==> config.mk <==
export PLATFORM = sky130hd
export DESIGN_NAME = ro_puf_eval_ctrl_flat
export DESIGN_NICKNAME = d
export VERILOG_FILES = /design/src/rtl/ro_puf_eval_ctrl_if.sv /design/src/rtl/ro_puf_eval_ctrl.sv /design/src/flat_wrapper.sv
export SDC_FILE = /design/constraint.sdc
export NUM_CORES = 1
export LEC_CHECK = 0
export ABC_AREA = 1
export CAP_MARGIN = 10
export CORE_MARGIN = 4
export CORE_UTILIZATION = 51
export DETAILED_ROUTE_END_ITERATION = 6
export GPL_ROUTABILITY_DRIVEN = 1
export PLACE_DENSITY = 0.81
export SETUP_SLACK_MARGIN = 0.15
export SLEW_MARGIN = 20
export SYNTH_ARGS = -nofsm -noshare
export SYNTH_HDL_FRONTEND = slang
export SYNTH_SLANG_ARGS = --single-unit
==> constraint.sdc <==
create_clock -name clk -period 2.21 [get_ports clk]
set_clock_uncertainty 0.2 [all_clocks]
set_input_delay 0.442 -clock clk [delete_from_list [all_inputs] [get_ports clk]]
set_output_delay 0.442 -clock clk [all_outputs]
set_load 0.02 [all_outputs]
==> src/rtl/ro_puf_eval_ctrl_if.sv <==
// Bundle between the RO-PUF evaluation controller and its environment:
// challenge/response handshake plus the RO counter control and count inputs.
interface ro_puf_eval_ctrl_if #(
   parameter int CNT_W  = 16,
   parameter int N_BITS = 8,
   parameter int PAIR_W = 4
);
   logic                       start;
   logic [N_BITS*PAIR_W-1:0]   challenge;
   logic [PAIR_W-1:0]          pair_sel;
   logic                       cnt_reset;
   logic                       cnt_enable;
   logic [CNT_W-1:0]           count_a;
   logic [CNT_W-1:0]           count_b;
   logic                       busy;
   logic                       done;
   logic [N_BITS-1:0]          response;
   logic [N_BITS-1:0]          tie_mask;

   modport master (
      output start, challenge, count_a, count_b,
      input  pair_sel, cnt_reset, cnt_enable, busy, done, response, tie_mask
   );

   modport slave (
      input  start, challenge, count_a, count_b,
      output pair_sel, cnt_reset, cnt_enable, busy, done, response, tie_mask
   );
endinterface

==> src/rtl/ro_puf_eval_ctrl.sv <==
// RO-PUF measurement sequencer: per response bit it selects an RO pair, clears and
// runs both edge counters for a fixed window, lets them settle, then compares counts.
module ro_puf_eval_ctrl #(
   parameter int CNT_W         = 16,
   parameter int N_BITS        = 8,
   parameter int PAIR_W        = 4,
   parameter int WINDOW_CYCLES = 1024,
   parameter int SETTLE_CYCLES = 4
) (
   input logic                clk,
   input logic                reset,
   ro_puf_eval_ctrl_if.slave  bus
);
   localparam int TMR_MAX = (WINDOW_CYCLES > SETTLE_CYCLES) ? WINDOW_CYCLES : SETTLE_CYCLES;
   localparam int TMR_W   = $clog2(TMR_MAX + 1);
   localparam int IDX_W   = (N_BITS > 1) ? $clog2(N_BITS) : 1;

   typedef enum logic [2:0] {
      S_IDLE, S_CLEAR, S_COUNT, S_SETTLE, S_COMPARE, S_DONE
   } state_t;

   state_t                     state_reg, state_next;
   logic [TMR_W-1:0]           tmr_reg, tmr_next;
   logic [IDX_W-1:0]           idx_reg, idx_next;
   logic [N_BITS*PAIR_W-1:0]   chal_reg, chal_next;
   logic [PAIR_W-1:0]          pair_sel_reg, pair_sel_next;
   logic                       cnt_reset_reg, cnt_reset_next;
   logic                       cnt_enable_reg, cnt_enable_next;
   logic                       busy_reg, busy_next;
   logic                       done_reg, done_next;
   logic [N_BITS-1:0]          response_reg, response_next;
   logic [N_BITS-1:0]          tie_mask_reg, tie_mask_next;
   logic [PAIR_W-1:0]          slice [N_BITS];

   // Slices of the challenge that will be in effect after this edge, so the
   // very first CLEAR already drives the freshly latched pair select.
   generate
      for (genvar gi = 0; gi < N_BITS; gi++) begin : g_slice
         assign slice[gi] = chal_next[gi*PAIR_W +: PAIR_W];
      end
   endgenerate

   always_ff @(posedge clk) begin
      if (reset) begin
         state_reg      <= S_IDLE;
         tmr_reg        <= '0;
         idx_reg        <= '0;
         chal_reg       <= '0;
         pair_sel_reg   <= '0;
         cnt_reset_reg  <= 1'b1;
         cnt_enable_reg <= 1'b0;
         busy_reg       <= 1'b0;
         done_reg       <= 1'b0;
         response_reg   <= '0;
         tie_mask_reg   <= '0;
      end else begin
         state_reg      <= state_next;
         tmr_reg        <= tmr_next;
         idx_reg        <= idx_next;
         chal_reg       <= chal_next;
         pair_sel_reg   <= pair_sel_next;
         cnt_reset_reg  <= cnt_reset_next;
         cnt_enable_reg <= cnt_enable_next;
         busy_reg       <= busy_next;
         done_reg       <= done_next;
         response_reg   <= response_next;
         tie_mask_reg   <= tie_mask_next;
      end
   end

   always_comb begin
      state_next    = state_reg;
      tmr_next      = tmr_reg;
      idx_next      = idx_reg;
      chal_next     = chal_reg;
      response_next = response_reg;
      tie_mask_next = tie_mask_reg;

      // tmr_reg holds the remaining cycles minus one for the current timed state
      case (state_reg)
         S_IDLE: begin
            if (bus.start) begin
               chal_next     = bus.challenge;
               idx_next      = '0;
               response_next = '0;
               tie_mask_next = '0;
               tmr_next      = TMR_W'(1);
               state_next    = S_CLEAR;
            end
         end
         S_CLEAR: begin
            if (tmr_reg == '0) begin
               tmr_next   = TMR_W'(WINDOW_CYCLES - 1);
               state_next = S_COUNT;
            end else begin
               tmr_next = tmr_reg - TMR_W'(1);
            end
         end
         S_COUNT: begin
            if (tmr_reg == '0) begin
               tmr_next   = TMR_W'(SETTLE_CYCLES - 1);
               state_next = S_SETTLE;
            end else begin
               tmr_next = tmr_reg - TMR_W'(1);
            end
         end
         S_SETTLE: begin
            if (tmr_reg == '0) begin
               state_next = S_COMPARE;
            end else begin
               tmr_next = tmr_reg - TMR_W'(1);
            end
         end
         S_COMPARE: begin
            response_next[idx_reg] = (bus.count_a > bus.count_b);
            tie_mask_next[idx_reg] = (bus.count_a == bus.count_b);
            if (idx_reg == IDX_W'(N_BITS - 1)) begin
               state_next = S_DONE;
            end else begin
               idx_next   = idx_reg + IDX_W'(1);
               tmr_next   = TMR_W'(1);
               state_next = S_CLEAR;
            end
         end
         S_DONE:  state_next = S_IDLE;
         default: state_next = S_IDLE;
      endcase
   end

   // Outputs are registered from the state being entered, so they line up with it.
   always_comb begin
      cnt_enable_next = (state_next == S_COUNT);
      cnt_reset_next  = (state_next == S_IDLE) || (state_next == S_CLEAR) || (state_next == S_DONE);
      busy_next       = (state_next == S_CLEAR) || (state_next == S_COUNT) ||
                        (state_next == S_SETTLE) || (state_next == S_COMPARE);
      done_next       = (state_next == S_DONE);
      pair_sel_next   = pair_sel_reg;
      if (state_next == S_CLEAR) begin
         pair_sel_next = slice[idx_next];
      end
   end

   assign bus.pair_sel   = pair_sel_reg;
   assign bus.cnt_reset  = cnt_reset_reg;
   assign bus.cnt_enable = cnt_enable_reg;
   assign bus.busy       = busy_reg;
   assign bus.done       = done_reg;
   assign bus.response   = response_reg;
   assign bus.tie_mask   = tie_mask_reg;
endmodule

==> src/flat_wrapper.sv <==
// flat-port wrapper written by rule: the top's interface ports become plain ports
module ro_puf_eval_ctrl_flat 
#(
   parameter int CNT_W         = 16,
   parameter int N_BITS        = 8,
   parameter int PAIR_W        = 4,
   parameter int WINDOW_CYCLES = 1024,
   parameter int SETTLE_CYCLES = 4
)
  (clk, reset, bus_start, bus_challenge, bus_count_a, bus_count_b, bus_pair_sel, bus_cnt_reset, bus_cnt_enable, bus_busy, bus_done, bus_response, bus_tie_mask);
  ro_puf_eval_ctrl_if #(.CNT_W(CNT_W), .N_BITS(N_BITS), .PAIR_W(PAIR_W)) bus_i ();
  input logic clk;
  input logic reset;
  input wire logic [$bits(bus_i.start)-1:0] bus_start;
  input wire logic [$bits(bus_i.challenge)-1:0] bus_challenge;
  input wire logic [$bits(bus_i.count_a)-1:0] bus_count_a;
  input wire logic [$bits(bus_i.count_b)-1:0] bus_count_b;
  output wire logic [$bits(bus_i.pair_sel)-1:0] bus_pair_sel;
  output wire logic [$bits(bus_i.cnt_reset)-1:0] bus_cnt_reset;
  output wire logic [$bits(bus_i.cnt_enable)-1:0] bus_cnt_enable;
  output wire logic [$bits(bus_i.busy)-1:0] bus_busy;
  output wire logic [$bits(bus_i.done)-1:0] bus_done;
  output wire logic [$bits(bus_i.response)-1:0] bus_response;
  output wire logic [$bits(bus_i.tie_mask)-1:0] bus_tie_mask;
  assign bus_i.start = bus_start;
  assign bus_i.challenge = bus_challenge;
  assign bus_i.count_a = bus_count_a;
  assign bus_i.count_b = bus_count_b;
  assign bus_pair_sel = bus_i.pair_sel;
  assign bus_cnt_reset = bus_i.cnt_reset;
  assign bus_cnt_enable = bus_i.cnt_enable;
  assign bus_busy = bus_i.busy;
  assign bus_done = bus_i.done;
  assign bus_response = bus_i.response;
  assign bus_tie_mask = bus_i.tie_mask;
  ro_puf_eval_ctrl #(.CNT_W(CNT_W), .N_BITS(N_BITS), .PAIR_W(PAIR_W), .WINDOW_CYCLES(WINDOW_CYCLES), .SETTLE_CYCLES(SETTLE_CYCLES)) u_core (.clk(clk), .reset(reset), .bus(bus_i));
endmodule
==> summary.md, run 1 <==
| Metric | Value |
|---|---|
| Status | `complete, no violations` |
| Register bit total from synthesis | `73` |
| Largest register FFs | `32` |
| Chip Width | `between 90 and 100 um` |
| Levels on crit path | `1` |
| Internal Power | `3.408 mW` |
| Area delta synth->final | `44.44%` |
| HP Class | `flop to flop` |
| Pre-CTS setup slack | `-0.2171 ns` |
| H-Tree Depth | `3` |
| Mapped Area | `4031 um^2` |
| Cts bufs inserted | `9` |
| First DRT Iteration DRCs | `around 250` |
| DRC | `0` |
| Post-DP HPWL | `8349 um` |
| RSZ-0062 raised after global routing | `yes` |
| Switch share | `39.82%` |
| Share of layout cells above drive strength 1 | `16.84%` |
| CP required | `1.57 ns` |
| Cell area after layout | `just under 6000 um^2` |
| Slew @ Worst Pin | `slightly below 0.5 ns` |
| WP buf/inv | `1` |
| Relative slew slack | `67.21%` |
| Share of the synthesized area in the top cell type | `36.25%` |
| WP data arrival | `1.35 ns` |
| Netlist cell types | `28` |
| Via/cell ratio | `5.197` |
| N_diodes | `0` |
| Crit path capture type | `output port` |
| Area of the die | `9392 um^2` |
| Overall Global Routing Usage | `23.15%` |
| IO Pins | `91` |
| Tmin final | `1.996 ns` |
| Final setup margin | `0.2137 ns` |
| Crit path max fanout | `2` |
| Port buffer count | `90` |
| Nets | `847` |
| Startpoint types | `flop` |
| WL/cell | `13.28 um` |
| Post-layout util | `75.75%` |
| Die Y | `96.91 um` |
| Core region area | `approximately 7700 um^2` |
| Max VDD drop | `0.0006105 V` |
| Final Hold Vio Count | `0` |
| Combinational share of power | `50.3%` |
| Clock share of power | `20.0%` |
| Commonest cells post-synth | `nand2_1, dfxtp_1, inv_1, a21oi_1, nand3_1` |
| Gr ovfl total | `0` |
| Vias in the first global route | `approximately 4.3k` |
| Final period util | `90.33%` |
| CTS Hold Bufs | `0` |
| Site Rows | `32` |
| Max clock buf depth | `2` |
| Area post-placement | `5281 um^2` |
| Synth area leader | `dfxtp_1` |
| CTS tree | `built` |
| Top cells by area, synth | `dfxtp_1, nand2_1, a21oi_1` |
| CP Class | `flop to output port` |
| CTS clock-pin slew for the worst setup and hold paths | `~0.070 ns` |
| Post-synth EDFFs | `0` |
| Sw power | `2.255 mW` |
| Gate Count Post-Synth | `620` |
| Synth warnings | `0` |
| Mapped Avg Cell Area | `between 6 and 7 um^2` |
| ANT nets after route | `0` |
| Static leakage | `around 2.8 nW` |
| Synthesized Nets | `705` |
| # setup viols final | `0` |
| Drt pass-1 iters | `5` |
| Worst-Skew Late Latency | `0.34 ns` |
| Largest net degree at the start of global routing | `47` |
| Reg2Reg Depth | `13` |
| Worst-path cell chain | `clkdlybuf4s50_1` |
| Multi-input logic area | `around 2400 um^2` |
| Register share of total power | `just under 30%` |
| FF/Latch Area | `1466 um^2` |
| Fillers | `570` |
| Post-synthesis sequential area ratio | `a little over a third` |
| Crit-path max cell delay | `0.64 ns` |
| Fraction of registers with async set/reset | `0%` |
| First-pass GRT wire length | `roughly 19000 um` |
| PwrDens | `972.6 nW/um^2` |
| Final WL | `11520 um` |
| Initial Utilization | `52.44%` |
| Top_reg_cell synth | `dfxtp_1` |
| Initial antenna violation count | `0` |
| Final Wtd Congestion | `0.9180` |
| Top-count cell post-synth | `nand2_1` |
| CTS root buf | `clkbuf_8` |
| Slew Limit Fails | `0` |
| Max_cap viols | `0` |
| DR vias | `4511` |
| Sink Count | `73` |
| Worst hold path cell count | `1` |
| Worst path slowest cell | `clkdlybuf4s50_1` |
| Peak Freq | `around 500 MHz` |
| Delay-heaviest family, CP | `buffers and inverters` |
## kinds of logic (layout without fill, tap and decap cells)
logic type / Yosys count / in the layout / share of synthesized area [%]
AO/OA/AOI/OAI: 78 / 78 / 9.994
XOR/XNOR: 5 / 5 / 1.086
adder cells (fa/ha/maj): 18 / 18 / 5.587
buffers and inverters: 90 / 235 / 9.435
flip-flops: 73 / 73 / 36.25
AND/OR/NAND/NOR: 356 / 357 / 37.65
## through the flow
stage               std cells  total power [mW]  hold WS, ns  setup TNS, ns
floorplan                 620             3.271       0.2220              0
global placement          839             3.994       0.2499         -4.502
detailed placement        839             4.082       0.2548         -5.356
CTS                       856             5.336       0.2659              0
global route              868             6.045       0.2570              0
finish                    868             5.664       0.2546              0
## repair_timing
action | CTS | global route
setup buffers | 2 | 11
setup endpoints to repair | 12 | 32
pin swaps | 2 | 15
cloned | 0 | 1
resized for setup | 10 | 52
## placed cells by master (no fill, tap or decap), drive strengths merged
| cell type | count |
|---|---|
| nand2 | 227 |
| clkdlybuf4s50 | 84 |
| dfxtp | 73 |
| inv | 73 |
| nand3 | 62 |
| a21oi | 61 |
| buf | 58 |
| nor2 | 56 |
| ha | 18 |
| o21ai | 15 |
| clkbuf | 12 |
| nand4 | 8 |
| xor2 | 5 |
| dlymetal6s2s | 5 |
| nor3 | 4 |
| bufinv | 2 |
| o21a | 1 |
| a211oi | 1 |
| clkinv | 1 |
## final timing paths
path,slack (ns),to,startpoint
worst min register to register,0.25,u_core.tmr_reg[0],u_core.tmr_reg[0]
worst max register to register,0.24,u_core.bus.pair_sel[2],u_core.tmr_reg[0]
worst max-delay path,0.21,bus_pair_sel[0],u_core.bus.pair_sel[0]
worst min-delay path,0.25,u_core.tmr_reg[0],u_core.tmr_reg[0]
## layer usage
metal | routed length [um] | global-route usage [%] | part of all wire [%] | vias up
li1 | - | - | - | 2255
met3 | 781 | 4.831 | 6.8 | 26
met5 | 0 | 0 | 0 | -
met4 | 242 | 8.855 | 2.1 | 0
met2 | 5898 | 40.55 | 51 | 196
met1 | 4601 | 27.67 | 40 | 2034
## power groups by stage
stage / Combinational [mW] / Sequential, mW / Clock (mW)
final: 2.85 / 1.68 / 1.13
after global routing: 3.12 / 1.71 / 1.21
after CTS: 2.53 / 1.67 / 1.14
after detailed placement: 2.38 / 1.70 / 0
after global placement: 2.30 / 1.69 / 0
after floorplan: 1.55 / 1.72 / 0
## cell type report
type | count | area share, %
inverters | 73 | 4.792
clock buffers | 12 | 2.492
multi-input cells | 458 | 41.08
flip-flops and latches | 73 | 25.18
clock inverters | 3 | 1.117
well taps | 102 | 2.192
repair buffers | 147 | 23.14
Power figures use the tool's default switching activity.
==> inputs of run 2 (changes only) <==
--- a/config.mk
+++ b/config.mk
@@ -9,6 +9,7 @@
 export CAP_MARGIN = 10
 export CORE_MARGIN = 4
 export CORE_UTILIZATION = 51
+export CTS_BUF_LIST = sky130_fd_sc_hd__clkbuf_16
 export DETAILED_ROUTE_END_ITERATION = 6
 export GPL_ROUTABILITY_DRIVEN = 1
 export PLACE_DENSITY = 0.81
==> run 2 against run 1 <==
  * Sequential power about the same
  * Maximum frequency up 0.67%
  * Die area unchanged
  * Global-route usage up 0.40 points
  * Final cell count down 0.35%
  * Utilization up 1.9 points
  * Sequential share of layout area down 0.59 points
  * Total power up 5.0%
  * Setup slack better by 0.013 ns
  * Highest routed layer unchanged
==> summary.md, run 2 (synthesis gave the netlist of run 1 again) <==
| Metric | Value |
|---|---|
| Reg2Reg Depth | `12 (was 13)` |
| Initial antenna violation count | `0 (unchanged)` |
| Post-layout util | `77.62% (was 75.75%)` |
| R2R Path Start | `u_core.state_reg[0] (was u_core.tmr_reg[0])` |
| Area of the die | `9392 um^2 (unchanged)` |
| Final Wtd Congestion | `0.9180 (unchanged)` |
| WL/cell | `13.44 um (was 13.28 um)` |
| Final Hold Vio Count | `0 (unchanged)` |
| DRC | `0 (unchanged)` |
| Sink Count | `73 (unchanged)` |
| PwrDens | `997.0 nW/um^2 (was 972.6 nW/um^2)` |
| Crit path capture type | `flop (was output port)` |
| Via/cell ratio | `5.194 (was 5.197)` |
| N_diodes | `0 (unchanged)` |
| Nets | `844 (was 847)` |
| HP Class | `flop to flop (unchanged)` |
| Slew @ Worst Pin | `0.4993 ns (was 0.4919 ns)` |
| Max VDD drop | `0.0005400 V (was 0.0006105 V)` |
| CTS root buf | `clkbuf_16 (was clkbuf_8)` |
| Relative slew slack | `66.71% (was 67.21%)` |
| Largest register FFs | `32 (unchanged)` |
| Crit. Startpoint | `u_core.state_reg[0] (was u_core.bus.pair_sel[0])` |
| Hold slack | `0.2561 ns (was 0.2546 ns)` |
| Share of layout cells above drive strength 1 | `17.69% (was 16.84%)` |
| Cts bufs inserted | `9 (unchanged)` |
| Final period util | `89.73% (was 90.33%)` |
| H-Tree Depth | `3 (unchanged)` |
| Worst-Skew Late Latency | `0.33 ns (was 0.34 ns)` |
| Initial Utilization | `52.44% (unchanged)` |
| Post-DP HPWL | `8349 um (unchanged)` |
| Largest net degree at the start of global routing | `47 (unchanged)` |
| Hold_sp | `u_core.tmr_reg[0] (unchanged)` |
| Core region area | `7687 um^2 (unchanged)` |
| CP required | `2.24 ns (was 1.57 ns)` |
| First-pass GRT wire length | `18820 um (was 18550 um)` |
| Max clock buf depth | `2 (unchanged)` |
| CTS clock-pin slew for the worst setup and hold paths | `0.06 ns (was 0.07 ns)` |
| Fillers | `527 (was 570)` |
| CTS tree | `built (unchanged)` |
| Vias in the first global route | `4328 (was 4268)` |
| IO Pins | `91 (unchanged)` |
| Worst hold path cell count | `1 (unchanged)` |
| First DRT Iteration DRCs | `270 (was 247)` |
| CP Class | `flop to flop (was flop to output port)` |
| Commonest non-fill, non-tap cell in the layout | `nand2_1 (unchanged)` |
| DR vias | `4493 (was 4511)` |
| Static leakage | `2.815 nW (was 2.753 nW)` |
| # setup viols final | `0 (unchanged)` |
| Peak Freq | `504.3 MHz (was 500.9 MHz)` |
| Max_cap viols | `0 (unchanged)` |
| Drt pass-1 iters | `6 (was 5)` |
| Final WL | `11630 um (was 11520 um)` |
| Chip Width | `96.91 um (unchanged)` |
| Die Y | `96.91 um (unchanged)` |
| Tmin final | `1.983 ns (was 1.996 ns)` |
| Overall Global Routing Usage | `23.55% (was 23.15%)` |
| Most frequent cells in the layout | `nand2_1, clkdlybuf4s50_1, dfxtp_1 (unchanged)` |
| Area delta synth->final | `48.01% (was 44.44%)` |
| Placed Cells | `839 (unchanged)` |
| Status | `complete, no violations (unchanged)` |
| Slew Limit Fails | `0 (unchanged)` |
| Site Rows | `32 (unchanged)` |
| Gr ovfl total | `0 (unchanged)` |
| Port buffer count | `90 (unchanged)` |
| ANT nets after route | `0 (unchanged)` |
| Crit path max fanout | `17 (was 2)` |
| Layout Cells excl Fill | `865 (was 868)` |
| WP data arrival | `2.01 ns (was 1.35 ns)` |
| RSZ-0062 raised after global routing | `yes (unchanged)` |
| Startpoint types | `flop (unchanged)` |
-- run 2: area by class of cell --
cell class	count	area [um^2]	share of cell area [%]
clock inverters	6	76.32	1.279
multi-input cells	457	2451	41.08
well taps	102	127.6	2.139
repair buffers	145	1340	22.46
flip-flops and latches	73	1468	24.60
clock buffers	9	225.2	3.774
inverters	73	279.0	4.676
-- run 2: final timing paths --
kind,slack (ns),to
worst max-delay path,0.23,u_core.bus.pair_sel[0]
worst min register to register,0.26,u_core.tmr_reg[0]
worst max register to register,0.23,u_core.bus.pair_sel[0]
worst min-delay path,0.26,u_core.tmr_reg[0]
-- run 2: worst max-delay path, stage by stage, from the launching register on --
cell	delay (ns)
dfxtp_2	0.35
nor2_4	0.22
nand3_4	0.12
buf_6	0.18
nand3_2	0.12
nand2_4	0.12
buf_4	0.16
nand2_1	0.06
nand3_1	0.07
nand3_1	0.09
nand3_1	0.07
nand2_1	0.08
inv_1	0.04
-- run 2: routing by layer --
metal,vias up,share of wire [%],global-route usage (%)
met5,-,0,0
met2,183,52,41.88
met4,0,2.1,7.667
met3,28,6.4,5.407
li1,2256,-,-
met1,2026,40,27.87
-- run 2: metrics by stage --
stage	power, mW	setup TNS, ns	setup slack, ns	area (um^2)
floorplan	3.271	0	0.3121	4031
finish	5.949	0	0.2269	5967
CTS	5.705	0	0.1075	5635
global placement	3.994	-4.502	-0.2472	5281
global route	6.350	0	0.1055	5967
detailed placement	4.082	-5.356	-0.2171	5281
-- run 2: timing repair --
item,CTS,global route
pin swaps,2,19
resized for setup,9,65
endpoints found under the setup margin,19,31
hold buffers,0,0
buffers inserted,2,9
-- run 2: power breakdown --
group          total, mW  internal [mW]  leakage (nW)  switching (mW)
clock network       1.49          0.967         0.155           0.519
logic               2.78           1.15          2.06            1.62
registers           1.69           1.56         0.598           0.132
total               5.95           3.68          2.81            2.27
==> inputs of run 3 (changes only) <==
--- a/config.mk
+++ b/config.mk
@@ -13,6 +13,7 @@
 export DETAILED_ROUTE_END_ITERATION = 6
 export GPL_ROUTABILITY_DRIVEN = 1
 export PLACE_DENSITY = 0.81
+export REMOVE_ABC_BUFFERS = 1
 export SETUP_SLACK_MARGIN = 0.15
 export SLEW_MARGIN = 20
 export SYNTH_ARGS = -nofsm -noshare
==> run 3 against run 2 <==
  * Via count shrank 2.4%
  * Largest cell class unchanged
  * Critical endpoint is now u_core.bus.pair_sel[1]
  * Flip-flop and latch count is the same
  * Critical path type unchanged
  * Sequential power is essentially flat
  * Die area is the same
  * Total power grew 0.30%
  * Clock power grew 9%
  * Final cell count shrank 2.4%
==> summary.md, run 3 (synthesis gave the netlist of run 1 again) <==
| Metric | Value |
|---|---|
| Status | `complete, no violations (unchanged)` |
| RSZ-0062 raised after global routing | `yes (unchanged)` |
| Worst-path cell chain | `inv_1 > ha_4 > nand2_2 > nor2_4 > nand4_1 > nand3_2 > nand2_1 > nor2_4 > nand3_1 > nand2_1 > inv_1 (was nor2_4 > nand3_4 > buf_6 > nand3_2 > nand2_4 > buf_4 > nand2_1 > nand3_1 > nand3_1 > nand3_1 > nand2_1 > inv_1)` |
| Worst hold path cell count | `2 (was 1)` |
| Tot Pwr | `5.967 mW (was 5.949 mW)` |
| Gr ovfl total | `0 (unchanged)` |
| Largest net degree at the start of global routing | `57 (was 47)` |
| Worst path slowest cell | `dfxtp_2 (unchanged)` |
| Overall Global Routing Usage | `22.81% (was 23.55%)` |
| CTS clock-pin slew for the worst setup and hold paths | `0.06 ns (about the same)` |
| Commonest non-fill, non-tap cell in the layout | `nand2_1 (unchanged)` |
| Most frequent cells in the layout | `nand2_1, clkdlybuf4s50_1, dfxtp_1 (unchanged)` |
| Relative slew slack | `76.19% (was 66.71%)` |
| Port buffer count | `90 (unchanged)` |
| Site Rows | `32 (unchanged)` |
| Reg2Reg Depth | `11 (was 12)` |
| # setup viols final | `0 (unchanged)` |
| WL/cell | `13.52 um (was 13.44 um)` |
| CP Class | `flop to flop (unchanged)` |
| Fillers | `539 (was 527)` |
| Area of the die | `9392 um^2 (unchanged)` |
| Slew @ Worst Pin | `0.3558 ns (was 0.4993 ns)` |
| H-Tree Depth | `3 (unchanged)` |
| Drt pass-1 iters | `5 (was 6)` |
| Via/cell ratio | `5.198 (was 5.194)` |
| Startpoint types | `flop (unchanged)` |
| Slew Limit Fails | `0 (unchanged)` |
| Share of layout cells above drive strength 1 | `14.82% (was 17.69%)` |
| Peak Freq | `490.6 MHz (was 504.3 MHz)` |
| PwrDens | `1023 nW/um^2 (was 997.0 nW/um^2)` |
| WP data arrival | `2.07 ns (was 2.01 ns)` |
| Final Wtd Congestion | `0.8701 (was 0.9180)` |
| Worst-Skew Late Latency | `0.33 ns (about the same)` |
| Crit path capture type | `flop (unchanged)` |
| Static leakage | `2.713 nW (was 2.815 nW)` |
| DRC | `0 (unchanged)` |
| Final Hold Vio Count | `0 (unchanged)` |
| Initial antenna violation count | `0 (unchanged)` |
| CTS root buf | `clkbuf_16 (unchanged)` |
| Final period util | `92.24% (was 89.73%)` |
| Sink Count | `73 (unchanged)` |
| Hold slack | `0.2630 ns (was 0.2561 ns)` |
| CP required | `2.24 ns (about the same)` |
| DR vias | `4387 (was 4493)` |
| Nets | `823 (was 844)` |
| Vias in the first global route | `4185 (was 4328)` |
| Crit path max fanout | `4 (was 17)` |
| Max_cap viols | `0 (unchanged)` |
| Cts bufs inserted | `9 (unchanged)` |
| Initial Utilization | `52.44% (unchanged)` |
| Largest register FFs | `32 (unchanged)` |
| N_diodes | `0 (unchanged)` |
| Die Y | `96.91 um (unchanged)` |
| Max clock buf depth | `2 (unchanged)` |
| First DRT Iteration DRCs | `252 (was 270)` |
| ANT nets after route | `0 (unchanged)` |
| Tmin final | `2.038 ns (was 1.983 ns)` |
| Final WL | `11410 um (was 11630 um)` |
| Area delta synth->final | `44.72% (was 48.01%)` |
| HP Class | `flop to flop (unchanged)` |
| Post-DP HPWL | `8134 um (was 8349 um)` |
| First-pass GRT wire length | `17990 um (was 18820 um)` |
| Chip Width | `96.91 um (unchanged)` |
| CTS tree | `built (unchanged)` |
| Crit-path max cell delay | `0.33 ns (was 0.35 ns)` |
| IO Pins | `91 (unchanged)` |
| Max VDD drop | `0.0005892 V (was 0.0005400 V)` |
| Core region area | `7687 um^2 (unchanged)` |
-- run 3: cell count changes in the layout (fill, tap and decap cells not counted), moves of 2 or more --
cell | before | now
buf_4 | 52 | 29
buf_6 | 3 | 1
a21oi_1 | 53 | 55
a21oi_2 | 8 | 6
inv_1 | 66 | 64
nand2_2 | 8 | 4
o21ai_0 | 7 | 9
nand2_1 | 215 | 219
buf_12 | 0 | 3
o21ai_1 | 6 | 4
-- run 3: cell type report --
type,count,area (um^2),area share [%]
flip-flops and latches,73,1470,25.20
clock buffers,9,225.2,3.860
well taps,102,127.6,2.187
clock inverters,6,107.6,1.844
inverters,73,276.5,4.739
multi-input cells,458,2426,41.58
repair buffers,123,1201,20.59
-- run 3: per-layer routing --
metal,up-vias,global-route usage [%],wire length [um]
li1,2214,-,-
met1,1987,26.74,4638
met2,155,40.29,5842
met3,31,3.677,575
met4,0,10.91,358
met5,-,0,0
-- run 3: worst paths after layout --
check	from	slack, ns	to
hold / removal	u_core.bus.tie_mask[2]	0.26	u_core.bus.tie_mask[2]
setup / recovery	u_core.tmr_reg[1]	0.17	u_core.bus.pair_sel[1]
setup reg to reg	u_core.tmr_reg[1]	0.17	u_core.bus.pair_sel[1]
hold reg to reg	u_core.bus.tie_mask[2]	0.26	u_core.bus.tie_mask[2]
-- run 3: worst max-delay path: cells and delay by family, from the launching register on --
family | cells | cell delay (ns)
AND/OR/NAND/NOR | 8 | 1.11
buffers and inverters | 2 | 0.13
adder cells (fa/ha/maj) | 1 | 0.15
flip-flops | 1 | 0.33
-- run 3: repair_timing --
| action | 4_1_cts | 5_1_grt |
|---|---|---|
| buffers inserted | 1 | 2 |
| endpoints found under the setup margin | 18 | 31 |
| hold buffers | 0 | 0 |
| gates cloned | 0 | 1 |
| resized for setup | 8 | 55 |
| pin swaps | 1 | 16 |
-- run 3: stage by stage --
stage / area, um^2 / setup slack [ns] / std cells / util, % / TNS (ns)
2_1_floorplan: 3928 / -0.1374 / 603 / - / -0.3466
3_3_place_gp: 5214 / -0.2902 / 825 / 67.82 / -4.079
3_5_place_dp: 5214 / -0.2706 / 825 / 67.82 / -5.144
4_1_cts: 5575 / 0.1216 / 841 / 72.53 / 0
5_1_grt: 5834 / 0.06534 / 844 / 75.90 / 0
6_report: 5834 / 0.1716 / 844 / 75.90 / 0
-- run 3: power by group --
group / internal (mW) / leakage [nW] / switching (mW) / total [mW]
Combinational: 1.09 / 1.95 / 1.56 / 2.65
Sequential: 1.55 / 0.599 / 0.136 / 1.69
Clock: 1.09 / 0.163 / 0.539 / 1.63
Total: 3.73 / 2.71 / 2.24 / 5.97
